===== src/rtl/secuenciador_temporizado_if.sv =====
// -----------------------------------------------------------------------------
// secuenciador_temporizado_if
//
// Link between the period sequencer (initiator) and the shared interval timer.
//
// Signals:
//   AbilitarCuenta : count-enable towards the timer; low clears the timer.
//   FinalCuenta    : end-of-count level from the timer; stays high while the
//                    enable is held.
//
// Modports:
//   master : sequencer side (drives AbilitarCuenta, reads FinalCuenta).
//   slave  : timer side (reads AbilitarCuenta, drives FinalCuenta).
// -----------------------------------------------------------------------------
interface secuenciador_temporizado_if;
  logic AbilitarCuenta;
  logic FinalCuenta;

  modport master (
    output AbilitarCuenta,
    input  FinalCuenta
  );

  modport slave (
    input  AbilitarCuenta,
    output FinalCuenta
  );
endinterface


===== src/rtl/secuenciador_temporizado.sv =====
// -----------------------------------------------------------------------------
// secuenciador_temporizado
//
// Runs a requested number of back-to-back periods of a shared interval timer.
// Callers ask for "N periods"; this block drives the timer enable, re-arms the
// timer between periods (enable low until the end-of-count flag drops), and
// reports one Tick per completed period plus a Listo pulse at the end.
//
// Optional feature (compile-time macro SECUENCIADOR_WATCHDOG_EN):
//   A wait counter watches CONTAR/REARMAR. When it reaches ESPERA_MAX cycles in
//   one state the run is abandoned: Error goes high (sticky until the next
//   accepted Iniciar), the enable drops and the block returns to REPOSO with
//   no Listo. Without the macro Error is tied low and the waits are unbounded.
//
// Parameters:
//   W          : width of NumPeriodos / PeriodosHechos.
//   ESPERA_MAX : watchdog limit in cycles (watchdog build only).
//
// Ports:
//   Clk            in   system clock, rising edge.
//   Reset          in   asynchronous active-high reset.
//   Iniciar        in   start request, honoured only in REPOSO.
//   NumPeriodos    in   periods to run, captured with an accepted Iniciar.
//   Cancelar       in   abort, highest priority, back to REPOSO.
//   tmr            if   timer link (master modport).
//   Ocupado        out  high in every state except REPOSO.
//   Tick           out  one-cycle pulse per completed period.
//   Listo          out  one-cycle pulse when all periods are done.
//   PeriodosHechos out  periods completed in the current or last run.
//   Error          out  sticky watchdog flag.
//
// Every output is a register loaded from the next-state decode, so there is
// no combinational path from an input to an output.
// -----------------------------------------------------------------------------
module secuenciador_temporizado #(
  parameter int unsigned W          = 8,
  parameter logic [31:0] ESPERA_MAX = 32'd40_000_000
) (
  input  logic                              Clk,
  input  logic                              Reset,
  input  logic                              Iniciar,
  input  logic [W-1:0]                      NumPeriodos,
  input  logic                              Cancelar,
  secuenciador_temporizado_if.master        tmr,
  output logic                              Ocupado,
  output logic                              Tick,
  output logic                              Listo,
  output logic [W-1:0]                      PeriodosHechos,
  output logic                              Error
);

  typedef enum logic [1:0] {
    REPOSO  = 2'd0,
    CONTAR  = 2'd1,
    REARMAR = 2'd2,
    FIN     = 2'd3
  } estado_t;

  // Counters saturate instead of wrapping.
  function automatic logic [W-1:0] dec_sat(input logic [W-1:0] v);
    return (v == '0) ? v : v - 1'b1;
  endfunction

  function automatic logic [W-1:0] inc_sat(input logic [W-1:0] v);
    return (&v) ? v : v + 1'b1;
  endfunction

  estado_t        estado_q, estado_d;
  logic [W-1:0]   restantes_q, restantes_d;
  logic [W-1:0]   hechos_q, hechos_d;
  logic           abilitar_q, abilitar_d;
  logic           ocupado_q, ocupado_d;
  logic           tick_q, tick_d;
  logic           listo_q, listo_d;

  logic           acepta;       // start request accepted this cycle
  logic           timeout;      // watchdog limit reached in a wait state
  logic           disparo_wd;   // watchdog actually aborts the run

  assign acepta = (estado_q == REPOSO) && Iniciar && !Cancelar;

  // ---------------------------------------------------------------------------
  // Next-state and next-output decode
  // ---------------------------------------------------------------------------
  always_comb begin
    estado_d    = estado_q;
    restantes_d = restantes_q;
    hechos_d    = hechos_q;
    tick_d      = 1'b0;
    disparo_wd  = 1'b0;

    unique case (estado_q)
      REPOSO: begin
        if (acepta) begin
          restantes_d = NumPeriodos;
          hechos_d    = '0;
          estado_d    = (NumPeriodos != '0) ? CONTAR : FIN;
        end
      end

      CONTAR: begin
        // Cancelar wins even over a simultaneous end-of-count.
        if (Cancelar) begin
          estado_d = REPOSO;
        end else if (tmr.FinalCuenta) begin
          restantes_d = dec_sat(restantes_q);
          hechos_d    = inc_sat(hechos_q);
          tick_d      = 1'b1;
          estado_d    = REARMAR;
        end else if (timeout) begin
          disparo_wd = 1'b1;
          estado_d   = REPOSO;
        end
      end

      REARMAR: begin
        // Enable is low here; the timer is only re-armed once its flag has
        // dropped, which guarantees a fresh full period next time.
        if (Cancelar) begin
          estado_d = REPOSO;
        end else if (!tmr.FinalCuenta) begin
          estado_d = (restantes_q != '0) ? CONTAR : FIN;
        end else if (timeout) begin
          disparo_wd = 1'b1;
          estado_d   = REPOSO;
        end
      end

      FIN: begin
        estado_d = REPOSO;
      end

      default: begin
        estado_d = REPOSO;
      end
    endcase

    // Outputs registered from the state being entered.
    abilitar_d = (estado_d == CONTAR);
    ocupado_d  = (estado_d != REPOSO);
    listo_d    = (estado_d == FIN);
  end

`ifdef SECUENCIADOR_WATCHDOG_EN
  logic [31:0] espera_q, espera_d;
  logic        error_q, error_d;
  logic        en_espera;

  assign en_espera = (estado_q == CONTAR) || (estado_q == REARMAR);

  // espera_q counts cycles already spent in the current wait state; the limit
  // fires on the cycle that completes ESPERA_MAX of them.
  assign timeout = en_espera && ((espera_q + 32'd1) >= ESPERA_MAX);

  always_comb begin
    espera_d = espera_q + 32'd1;
    if (!en_espera || (estado_d != estado_q)) begin
      espera_d = '0;
    end

    error_d = error_q;
    if (acepta) begin
      error_d = 1'b0;
    end else if (disparo_wd) begin
      error_d = 1'b1;
    end
  end

  always_ff @(posedge Clk or posedge Reset) begin
    if (Reset) begin
      espera_q <= '0;
      error_q  <= 1'b0;
    end else begin
      espera_q <= espera_d;
      error_q  <= error_d;
    end
  end

  assign Error = error_q;
`else
  logic unused_wd;

  assign timeout   = 1'b0;
  assign Error     = 1'b0;
  assign unused_wd = disparo_wd ^ (^ESPERA_MAX);
`endif

  // ---------------------------------------------------------------------------
  // State and output registers
  // ---------------------------------------------------------------------------
  always_ff @(posedge Clk or posedge Reset) begin
    if (Reset) begin
      estado_q    <= REPOSO;
      restantes_q <= '0;
      hechos_q    <= '0;
      abilitar_q  <= 1'b0;
      ocupado_q   <= 1'b0;
      tick_q      <= 1'b0;
      listo_q     <= 1'b0;
    end else begin
      estado_q    <= estado_d;
      restantes_q <= restantes_d;
      hechos_q    <= hechos_d;
      abilitar_q  <= abilitar_d;
      ocupado_q   <= ocupado_d;
      tick_q      <= tick_d;
      listo_q     <= listo_d;
    end
  end

  assign tmr.AbilitarCuenta = abilitar_q;
  assign Ocupado            = ocupado_q;
  assign Tick               = tick_q;
  assign Listo              = listo_q;
  assign PeriodosHechos     = hechos_q;

endmodule

===== src/flat_wrapper.sv =====
// flat-port wrapper written by rule: the top's interface ports become plain ports
module secuenciador_temporizado_flat 
#(
  parameter int unsigned W          = 8,
  parameter logic [31:0] ESPERA_MAX = 32'd40_000_000
)
  (Clk, Reset, Iniciar, NumPeriodos, Cancelar, Ocupado, Tick, Listo, PeriodosHechos, Error, tmr_AbilitarCuenta, tmr_FinalCuenta);
  secuenciador_temporizado_if tmr_i ();
  input  logic Clk;
  input  logic Reset;
  input  logic Iniciar;
  input  logic [W-1:0] NumPeriodos;
  input  logic Cancelar;
  output logic Ocupado;
  output logic Tick;
  output logic Listo;
  output logic [W-1:0] PeriodosHechos;
  output logic Error;
  output wire logic [$bits(tmr_i.AbilitarCuenta)-1:0] tmr_AbilitarCuenta;
  input wire logic [$bits(tmr_i.FinalCuenta)-1:0] tmr_FinalCuenta;
  assign tmr_AbilitarCuenta = tmr_i.AbilitarCuenta;
  assign tmr_i.FinalCuenta = tmr_FinalCuenta;
  secuenciador_temporizado #(.W(W), .ESPERA_MAX(ESPERA_MAX)) u_core (.Clk(Clk), .Reset(Reset), .Iniciar(Iniciar), .NumPeriodos(NumPeriodos), .Cancelar(Cancelar), .tmr(tmr_i), .Ocupado(Ocupado), .Tick(Tick), .Listo(Listo), .PeriodosHechos(PeriodosHechos), .Error(Error));
endmodule

===== config.mk =====
export PLATFORM = sky130hd
export DESIGN_NAME = secuenciador_temporizado_flat
export DESIGN_NICKNAME = d
export VERILOG_FILES = /design/src/rtl/secuenciador_temporizado_if.sv /design/src/rtl/secuenciador_temporizado.sv /design/src/flat_wrapper.sv
export SDC_FILE = /design/constraint.sdc
export NUM_CORES = 1
export LEC_CHECK = 0
export BUFFER_PORTS_ARGS = -buffer_cell sky130_fd_sc_hd__buf_2
export CORE_UTILIZATION = 48
export CTS_CLUSTER_SIZE = 12
export DETAILED_ROUTE_END_ITERATION = 10
export PLACE_DENSITY = 0.75
export RECOVER_POWER = 100
export SLEW_MARGIN = 25
export SYNTH_ARGS = -nofsm -noshare
export SYNTH_HDL_FRONTEND = slang
export SYNTH_SLANG_ARGS = --single-unit
export TNS_END_PERCENT = 5

===== constraint.sdc =====
create_clock -name Clk -period 2 [get_ports Clk]
set_clock_uncertainty 0.15 [all_clocks]
set_input_delay 0.4 -clock Clk [delete_from_list [all_inputs] [get_ports Clk]]
set_output_delay 0.4 -clock Clk [all_outputs]
set_load 0.1 [all_outputs]

==> Word-level counts from Yosys, hierarchy flattened <==
Index checks and enable logic that the tools add are counted.
{ "word_totals": {"register_bits": 22, "input_bits": 13, "output_inout_bits": 13, "elab_cells": 52} }
{ "classes": {"addsub": 2, "n_eq_ne": 10, "mux": 21, "reduce_logical": 12} }
{ "ops": {"columns": ["op", "n"], "rows": [
  ["2-to-1 mux 8 bit", 8],
  ["one-hot mux 8 bit (2 select lines)", 2],
  ["nonzero test 8 bit", 2],
  ["2-to-1 mux 2 bit", 7],
  ["AND reduction 5 bit", 2],
  ["adder 8 x 1 -> 8 bit, second input constant", 1],
  ["zero test 8 bit", 1],
  ["!= test 2 bit, second input constant", 4],
  ["one-hot mux 2 bit (4 select lines)", 1],
  ["AND reduction 8 bit", 1],
  ["subtractor 8 x 1 -> 8 bit, second input constant", 1],
  ["equality test 2 bit, second input constant", 3],
  ["equality test 2 x 1 -> 1 bit, second input constant", 2],
  ["nonzero test 2 bit", 2],
  ["2-to-1 mux 1 bit", 3],
  ["logical AND 1 bit", 2],
  ["zero test 2 bit", 1],
  ["!= test 2 x 1 -> 1 bit, second input constant", 1],
  ["zero test 1 bit", 1]
]} }

==> Longest topological paths before layout <==
Gate-level depths: netlist of run 1.
{ "logic_depth": {"depth_word": 6, "depth_mapped": 6, "ltp_nobuf": 6} }

==> Worst setup path before layout of run 1 <==
No wires, ideal clock.
{ "synth_path": {"path_type": "register -> register", "from": "reg u_core.hechos_q[1], in the netlist u_core.PeriodosHechos[1]", "to": "reg u_core.hechos_q[5], in the netlist u_core.PeriodosHechos[5]", "setup_ps": 124, "arrival_ps": 2184, "t_required_ps": 1726, "setup_slack_ps": -458, "path_stages_with_launch": 6, "n_path_buf": 0, "period_less_slack_ps": 2458, "cell_sequence": "dfrtp_1 -> ha_1 -> nand3_1 -> o21ai_0 -> nor3_1 -> a211o_1"} }
{ "synth_between": {"elab_chain_cells": 5, "elab_cells_between_ends": 8, "classes_between": "add/sub: 1; eq/ne: 1; mux: 4; reduce/logical: 2"} }
{ "synth_lines": {"columns": ["item", "line", "source"], "rows": [
  ["start, declared", "secuenciador_temporizado.sv:70", "logic [W-1:0] hechos_q, hechos_d;"],
  ["start signal, assigned", "secuenciador_temporizado.sv:203", "hechos_q <= hechos_d;"],
  ["adder 8 x 1 -> 8 bit", "secuenciador_temporizado.sv:65", "return (&v) ? v : v + 1'b1;"],
  ["2-to-1 mux 8 bit", "secuenciador_temporizado.sv:65", null],
  ["2-to-1 mux 8 bit", "secuenciador_temporizado.sv:105", "end else if (tmr.FinalCuenta) begin"],
  ["2-to-1 mux 8 bit", "secuenciador_temporizado.sv:103", "if (Cancelar) begin"],
  ["one-hot mux 8 bit (2 select lines)", "secuenciador_temporizado.sv:92", "unique case (estado_q)"]
]} }
Several ways; a longest one is shown, not always the timed one. The select of a mux whose other input is x is not followed.
A chain may end at the register's enable or synchronous reset.

==> Worst setup path after layout of run 1 <==
{ "layout_path": {"from": "reg u_core.restantes_q[0]", "to": "reg u_core.restantes_q[2]"} }
{ "layout_between": {"elab_chain_cells": 5, "elab_cells_between_ends": 8, "classes_between": "add/sub: 1; eq/ne: 1; mux: 4; reduce/logical: 2"} }
{ "layout_lines": {"columns": ["item", "line", "source"], "rows": [
  ["start, declared", "secuenciador_temporizado.sv:69", "logic [W-1:0] restantes_q, restantes_d;"],
  ["start signal, assigned", "secuenciador_temporizado.sv:202", "restantes_q <= restantes_d;"],
  ["subtractor 8 x 1 -> 8 bit", "secuenciador_temporizado.sv:61", "return (v == '0) ? v : v - 1'b1;"],
  ["2-to-1 mux 8 bit", "secuenciador_temporizado.sv:61", null],
  ["2-to-1 mux 8 bit", "secuenciador_temporizado.sv:105", null],
  ["2-to-1 mux 8 bit", "secuenciador_temporizado.sv:103", null],
  ["one-hot mux 8 bit (2 select lines)", "secuenciador_temporizado.sv:92", null]
]} }
Several ways; a longest one is shown, not always the timed one. The select of a mux whose other input is x is not followed.

==> results.ini, run 1 <==
[status]
outcome = complete, no violations

[worst_setup_path]
crit_chain = inv_1 > ha_2 > or4b_4 > nor2b_4 > o41ai_1 > a22o_2
reg2reg_depth = 6
crit_arrival_ps = 2010
critPathTopFamily = simple AND/OR/NAND/NOR gates
start_kind = flip-flop
slowest_stage = or4b_4
path_class = flip-flop to flip-flop
crit_cells = 6
crit_path_end_kind = flip-flop
required_ps = 2060
path_buf_inv = 1
path_max_fanout = 6
cpPeakStageDelay_ps = 520

[synthesis]
synth_edf_count = 0
syn_inst = 132
synth_area_leaders = dfrtp_1, o21ai_0, a211o_1
netlist.area_leader.share_pct = 42.6
yosys_warnings = 0
synthSimpleGateAreaFrac_pct = 22.8
yosys.area.top_type = dfrtp_1
synth_area_mm2 = 0.00129
synth_top_flop_cell = dfrtp_1
synth_compound_area_share_pct = 27.9
ys_top_cells_by_count = dfrtp_1, o21ai_0, nand2_1
synth_top_family_by_area = compound AO/OA/AOI/OAI gates
synth_fp_nets = 147
synth_xor_area_share_pct = 0.678
ys_seq_area_share_pct = 42.6
ys_ff_latch = 22
syn_avg_cell_area_um2 = 9.79
synthMuxAreaShare_pct = 0.871
post_synth_num_cell_types = 46
synthArstFlopShare_pct = 100
synth.most_common_cell = dfrtp_1
synthAdderAreaFrac_pct = 1.94

[clocking]
cts.clk_slew.worst_paths_ps = 130
cts-root-buf = clkbuf_4
cts_setup_buffers = 0
clock_sinks = 22
ctsLongestPathBuffers = 2
cts_tree = done
cts_buffers = 3
cts.htree.levels = 1
clk-insertion-delay-late_ps = 310

[global_route]
grt-ovfl-total = 0
grt_antenna_before_repair = 0
grt_pass1_wl_um = 4670
grt_pass1_vias = 1094
grt_use_total_pct = 22.6
grt_max_degree = 23

[placement]
dpl_cell_area_mm2 = 0.00151
gp_congestion = 0.904
io_buffers = 24
post-place-cells = 191
dp_hpwl_um = 2120

[hold_path]
hold_path_class = input port to flip-flop
holdPathStages = 2

[timing]
fmaxAchievable_ghz = 0.515
tns_ps = 0
worstMarginPinSlew_ps = 593
final_max_slew_viol_count = 0
relSlewSlack_pct = 60.1
min_period_ps = 1940
rsz0062_at_grt = yes
whs_ps = 227
setup_viol = 0
final-hold-violation-count = 0
finalCritPeriodShare_pct = 97.2

[cells_and_area]
antenna_cells = 0
finalNonFillerCells = 196
syn_to_final_growth_pct = 20.5
drive_gt1_share_pct = 34.3
design_area_mm2 = 0.00156
nets = 182

[die]
die_x_um = 53.9
dieHeight_um = 53.9
dieArea_mm2 = 0.00290
initial_core_util_pct = 51.7
rows = 18
io_pins = 26
core_mm2 = 0.00250

[power_and_ir_drop]
leakage_nw = 0.732
powerDensity_mw_per_mm2 = 769
total_power_mw = 1.20
peakVddDrop_mv = 0.500

[routing]
ant_nets = 0
first_iter_violations = 13
wl_per_cell_um = 14.4
drcViolationCount = 0
via_per_inst = 5.90
wl_um = 2830
num_vias = 1157
first_pass_iters = 4

[job]
drv_cap = 0

-- worst paths after layout --
path | startpoint | slack [ps] | end
max | u_core.restantes_q[0] | 60 | u_core.restantes_q[2]
min | Cancelar | 230 | u_core.Ocupado
max reg2reg | u_core.restantes_q[0] | 60 | u_core.restantes_q[2]
min reg2reg | u_core.PeriodosHechos[7] | 420 | u_core.PeriodosHechos[7]
max in group asynchronous | Reset | 680 | u_core.PeriodosHechos[0]
min in group asynchronous | Reset | 590 | u_core.Ocupado
-- cell usage in the layout, fill, tap and decap left out, types with 4 or more instances in the layout --
master and instances:
inv_1 6, nor2_1 5, and3_1 4, dfrtp_2 6, buf_4 7, clkbuf_2 13
o21ai_0 9, a211o_1 5, buf_2 12, dfrtp_1 14, nand2_1 10, nor3_1 8
a21oi_1 7
-- cell type report --
type | instances | area [um^2]
inverter | 6 | 22.5
timing repair buffer | 33 | 188
sequential | 22 | 566
tap | 30 | 37.5
clock buffer | 4 | 36.3
fill | 215 | 942
multi-input combinational | 101 | 708
-- worst reg2reg max path, stage by stage (launching register included) --
cell,delay [ps]
dfrtp_1,400
inv_1,60
ha_2,170
or4b_4,520
nor2b_4,200
o41ai_1,90
a22o_2,260
-- kinds of logic after synthesis --
family | after synthesis
and+or+nand+nor | 50
AOI/OAI and AO/OA | 46
DFF | 22
buffers and inverters | 9
adders and majority gates | 2
other | 1
xor gates and xnor gates | 1
muxes | 1
-- repair_timing --
action | CTS | global route
hold endpoints to repair | 22 | 0
hold buffers | 1 | 0
setup endpoints to repair | 0 | 5
gates resized for setup | 0 | 3
-- through the flow --
step	utilization, %	setup slack [ps]
global route	62.3	-31.6
floorplan	-	4.77
global placement	60.4	122
detailed placement	60.4	71.6
CTS	62.3	52.9
finish	62.3	56.5
-- state kept, by name, summed over array words and instances (netlist names) --
register,cells
u_core.Listo,1
u_core.Ocupado,1
u_core.PeriodosHechos,8
u_core.Tick,1
u_core.estado_q,2
u_core.restantes_q,8
u_core.tmr.AbilitarCuenta,1
-- layer usage --
layer,wire length [um],global-route usage (%),vias up
met3,81,2.82,5
met2,1410,39.3,25
met1,1310,27.6,553
li1,-,-,574
met4,37,9.65,0
met5,0,0,-
-- report_power, final --
part           internal, mW  switching (mW)  leakage [nW]
logic                 0.146           0.231         0.438
registers             0.504          0.0707         0.272
clock network         0.111           0.136        0.0210
Note: power is estimated with default switching activity, not from simulation.
==> run 2, diff against run 1 <==
--- a/config.mk
+++ b/config.mk
@@ -11,6 +11,7 @@
 export DETAILED_ROUTE_END_ITERATION = 10
 export PLACE_DENSITY = 0.75
 export RECOVER_POWER = 100
+export SETUP_SLACK_MARGIN = 0.3
 export SLEW_MARGIN = 25
 export SYNTH_ARGS = -nofsm -noshare
 export SYNTH_HDL_FRONTEND = slang
==> run 2 against run 1 <==
Global-route usage is 2.2 points lower. Clock power is 15% lower. Via count is 2.1% higher. Register-to-register slack worse by 30 ps. Flip-flop and latch count stayed put. Fmax is 1.7% lower. Setup slack worse by 34 ps. Cell area is 1.1% higher. Critical endpoint unchanged. Largest power group unchanged. Highest routed layer unchanged.
==> results.ini, run 2 (synthesized netlist as in run 1, its figures left out) <==
[clocking]
cts.clk_slew.worst_paths_ps = 120
cts.htree.levels = 1
clock_sinks = 22
ctsLongestPathBuffers = 2
clk-insertion-delay-late_ps = 310
cts-root-buf = clkbuf_4
cts_buffers = 3
cts_tree = done

[routing]
drcViolationCount = 0
first_iter_violations = 24
wl_um = 2870
ant_nets = 0
wl_per_cell_um = 14.6
first_pass_iters = 4
num_vias = 1181
via_per_inst = 6.03

[worst_setup_path]
reg2reg_depth = 6
crit_chain = inv_1 > ha_2 > or4b_4 > nor2b_4 > o41ai_2 > a22o_2
path_class = flip-flop to flip-flop
start_kind = flip-flop
path_buf_inv = 1
r2r_end = u_core.restantes_q[2]
crit_path_end_kind = flip-flop
path_max_fanout = 6
cpPeakStageDelay_ps = 520
slowest_stage = or4b_4
required_ps = 2060
reg2reg_setup_slack_ps = 20
crit_arrival_ps = 2040
reg2reg_from = u_core.restantes_q[0]
critPathTopFamily = simple AND/OR/NAND/NOR gates

[timing]
rsz0062_at_grt = yes
tns_ps = 0
setup_viol = 0
final-hold-violation-count = 0
min_period_ps = 1980
fmaxAchievable_ghz = 0.506
finalCritPeriodShare_pct = 98.9
final_max_slew_viol_count = 0
relSlewSlack_pct = 58.8
worstMarginPinSlew_ps = 614
whs_ps = 243

[die]
dieArea_mm2 = 0.00290
io_pins = 26
core_mm2 = 0.00250
rows = 18
die_x_um = 53.9
initial_core_util_pct = 51.7
dieHeight_um = 53.9

[placement]
post-place-cells = 190
dp_hpwl_um = 2080
io_buffers = 24
gp_congestion = 0.963

[cells_and_area]
drive_gt1_share_pct = 34.9
nets = 182
final_cell_mix = dfrtp_1, clkbuf_2, buf_2
finalNonFillerCells = 196
syn_to_final_growth_pct = 21.9
final_common_cell = dfrtp_1
antenna_cells = 0

[global_route]
grt_pass1_vias = 995
grt-ovfl-total = 0
grt_pass1_wl_um = 4260
grt_use_total_pct = 20.4
grt_max_degree = 23
grt_antenna_before_repair = 0

[power_and_ir_drop]
total_power_mw = 1.17
peakVddDrop_mv = 0.509
leakage_nw = 0.735
powerDensity_mw_per_mm2 = 743

[hold_path]
hold_path_class = input port to flip-flop
whs_endpoint = u_core.estado_q[1]
holdPathStages = 2
holdCritStartpoint = Cancelar

[status]
outcome = complete, no violations

[job]
drv_cap = 0

run 2: cell counts in the layout (fill, tap and decap cells not counted):
Identical to the previous run, type by type.
run 2: how the worst max path moves through the flow:
stage                               start  cells past startpoint  slack [ps]                    end
CTS                 u_core.restantes_q[0]                      6          80  u_core.restantes_q[2]
global placement    u_core.restantes_q[1]                      6         120  u_core.restantes_q[2]
global route        u_core.restantes_q[0]                      6          -6  u_core.restantes_q[2]
floorplan           u_core.restantes_q[0]                      6          90  u_core.restantes_q[2]
detailed placement  u_core.restantes_q[0]                      6          80  u_core.restantes_q[2]
finish              u_core.restantes_q[0]                      6          20  u_core.restantes_q[2]
run 2: final cells by class:
class                      count  area (um^2)
fill                         201          925
multi-input combinational    101          726
sequential                    22          576
timing repair buffer          33          188
tap                           30         37.5
clock buffer                   4         26.3
inverter                       6         22.5
run 2: metrics by stage:
step	worst slack, ps	area, um^2	util (%)
2_1_floorplan	90.7	1330	-
3_3_place_gp	117	1530	61.1
3_5_place_dp	82.9	1530	61.1
4_1_cts	78.4	1560	62.6
5_1_grt	-5.84	1580	63.0
6_report	22.3	1580	63.0
run 2: what timing repair did:
item | in CTS | in global routing
hold endpoints to repair | 22 | 0
gates cloned | 0 | 0
pin swaps | 0 | 3
hold buffers | 1 | 0
gates resized for setup | 0 | 3
buffers inserted | 0 | 1
endpoints found under the setup margin | 27 | 27
run 2: routing by layer:
layer	share of wire [%]	vias to the layer above	track usage, %
met5	0	-	0
met4	1.0	0	5.70
met3	4.6	4	3.39
met2	52	37	36.0
met1	43	573	25.2
li1	-	567	-
run 2: worst register-to-register path: stages, from the launching register on:
cell and delay, ps:
dfrtp_1 390, inv_1 70, ha_2 170, or4b_4 520, nor2b_4 240, o41ai_2 90
a22o_2 260
run 2: report_power, final:
part	internal, mW	switching (mW)
Clock	0.0778	0.131
Sequential	0.504	0.0713
Combinational	0.148	0.240
Total	0.729	0.442
==> run 3, diff against run 2 <==
--- a/config.mk
+++ b/config.mk
@@ -5,11 +5,12 @@
 export SDC_FILE = /design/constraint.sdc
 export NUM_CORES = 1
 export LEC_CHECK = 0
+export ABC_AREA = 1
 export BUFFER_PORTS_ARGS = -buffer_cell sky130_fd_sc_hd__buf_2
-export CORE_UTILIZATION = 48
+export CORE_UTILIZATION = 49
 export CTS_CLUSTER_SIZE = 12
 export DETAILED_ROUTE_END_ITERATION = 10
-export PLACE_DENSITY = 0.75
+export PLACE_DENSITY = 0.76
 export RECOVER_POWER = 100
 export SETUP_SLACK_MARGIN = 0.3
 export SLEW_MARGIN = 25
==> run 3 against run 2 <==
Utilization fell by 0.59 points. Sequential power rose by 1%. Die area rose by 4.9%. Cell area rose by 1.7%. Count of clock-buffer cells in the layout fell by 1. Via count rose by 7.6%. Area after synthesis rose by 7.3%. First-iteration DRC count rose by 25%. Combinational power rose by 38%. Register-to-register slack improved by 220 ps.
==> results.ini, run 3 <==
[die]
io_pins = 26
initial_core_util_pct = 54.0
die_x_um = 55.2
dieArea_mm2 = 0.00305
core_mm2 = 0.00257
rows = 18
dieHeight_um = 55.2

[cells_and_area]
final_cell_mix = nand2_1, inv_1, nor2_1
register_area_um2 = 566
syn_to_final_growth_pct = 15.6
nets = 234
drive_gt1_share_pct = 25.2
final_common_cell = nand2_1
multi_input_area_um2 = 706
antenna_cells = 0
fillers = 255

[hold_path]
holdCritStartpoint = NumPeriodos[3]
hold_path_class = input port to flip-flop
whs_endpoint = u_core.restantes_q[3]
holdPathStages = 5

[clocking]
cts-root-buf = clkbuf_4
cts.clk_slew.worst_paths_ps = 130
clk-insertion-delay-late_ps = 310
cts_tree = done
cts.htree.levels = 1
clock_sinks = 22
ctsLongestPathBuffers = 2
cts_buffers = 3

[synthesis]
synth_compound_area_share_pct = 7.94
synth.most_common_cell = nand2_1
synth_top_flop_cell = dfrtp_1
syn_avg_cell_area_um2 = 7.22
synth_xor_area_share_pct = 1.90
ys_seq_area_share_pct = 39.7
post_synth_num_cell_types = 26
synthMuxAreaShare_pct = 0
yosys_warnings = 0
synth_top_family_by_area = simple AND/OR/NAND/NOR gates
synth_area_mm2 = 0.00139
synthArstFlopShare_pct = 100
ys_ff_latch = 22
synth_area_leaders = dfrtp_1, nand2_1, inv_1
ys_top_cells_by_count = nand2_1, dfrtp_1, inv_1
synthSimpleGateAreaFrac_pct = 38.5
synth_fp_nets = 207
netlist.area_leader.share_pct = 39.7
synthAdderAreaFrac_pct = 1.81
yosys.area.top_type = dfrtp_1
syn_inst = 192
synth_edf_count = 0

[job]
drv_cap = 0

[routing]
num_vias = 1271
first_pass_iters = 4
first_iter_violations = 30
ant_nets = 0
drcViolationCount = 0
wl_per_cell_um = 11.8
wl_um = 2920
via_per_inst = 5.13

[worst_setup_path]
reg2reg_depth = 9
slowest_stage = dfrtp_4
crit_chain = clkbuf_2
start_kind = flip-flop
reg2reg_from = u_core.restantes_q[0]
reg2reg_setup_slack_ps = 240
r2r_end = u_core.restantes_q[1]
cpPeakStageDelay_ps = 470
crit_arrival_ps = 1260
path_max_fanout = 5
crit_cells = 1
crit_path_end_kind = output port
path_class = flip-flop to output port
path_buf_inv = 1
critPathTopFamily = flip-flops
required_ps = 1450

[timing]
tns_ps = 0
final_max_slew_viol_count = 0
worstMarginPinSlew_ps = 552
final-hold-violation-count = 0
setup_viol = 0
relSlewSlack_pct = 63.2
min_period_ps = 1810
rsz0062_at_grt = yes
finalCritPeriodShare_pct = 90.5
fmaxAchievable_ghz = 0.552

[global_route]
grt_max_degree = 23
grt_antenna_before_repair = 0
grt_use_total_pct = 23.1
grt-ovfl-total = 0
grt_pass1_vias = 1134
grt_pass1_wl_um = 4870

[placement]
gp_congestion = 0.901
io_buffers = 24
dp_hpwl_um = 2260

[power_and_ir_drop]
powerDensity_mw_per_mm2 = 912
peakVddDrop_mv = 0.696
leakage_nw = 0.830
total_power_mw = 1.46

[status]
outcome = complete, no violations

[run 3: stage by stage]
| step | cell area (um^2) | std cells | setup slack, ps | hold WS (ps) | utilization [%] |
|---|---|---|---|---|---|
| after floorplan | 1410 | 192 | 318 | 239 | - |
| after global placement | 1550 | 243 | 398 | 294 | 60.3 |
| after detailed placement | 1550 | 243 | 283 | 304 | 60.3 |
| after CTS | 1610 | 248 | 209 | 233 | 62.9 |
| after global routing | 1600 | 248 | 132 | 275 | 62.4 |
| final | 1600 | 248 | 190 | 241 | 62.4 |
[run 3: final cells by class]
type                    count  share of cell area (%)
repair buffers             26                    8.43
clock buffers               3                    1.41
clock inverters             1                    1.87
multi-input cells         139                    44.0
inverters                  27                    6.64
flip-flops and latches     22                    35.3
well taps                  30                    2.34
[run 3: layer usage]
metal  up-vias  global-route usage (%)  part of all wire (%)
li1        646                       -                     -
met1       600                    28.0                    45
met2        21                    40.2                    50
met3         4                    3.55                   2.6
met4         0                    10.4                   1.7
met5         -                       0                     0
[run 3: worst max-delay path by stage]
stage                                         from                       end  slack [ps]
after global routing         u_core.restantes_q[0]     u_core.restantes_q[1]         130
after CTS                 u_core.PeriodosHechos[0]         PeriodosHechos[0]         210
after global placement       u_core.restantes_q[0]     u_core.restantes_q[0]         400
after floorplan           u_core.PeriodosHechos[4]  u_core.PeriodosHechos[7]         320
final                     u_core.PeriodosHechos[0]         PeriodosHechos[0]         190
after detailed placement     u_core.restantes_q[0]     u_core.restantes_q[1]         280
[run 3: cell families after synthesis]
logic type / Yosys count
adder cells (fa/ha/maj): 2
XOR/XNOR: 3
flip-flops: 22
AND/OR/NAND/NOR: 114
buffers and inverters: 31
AO/OA/AOI/OAI: 19
other: 1
[run 3: report_power, final]
group	total, mW	internal (mW)	switching (mW)	leakage (nW)
logic	0.535	0.146	0.389	0.525
registers	0.583	0.520	0.0634	0.277
clock network	0.343	0.203	0.140	0.0279
total	1.46	0.868	0.593	0.830
[run 3: what timing repair did]
action | CTS | global route
setup endpoints to repair | 15 | 18
hold buffers | 1 | 0
pin swaps | 0 | 1
endpoints found under the hold margin | 22 | 0
buffers inserted | 0 | 0
gates resized for setup | 1 | 7
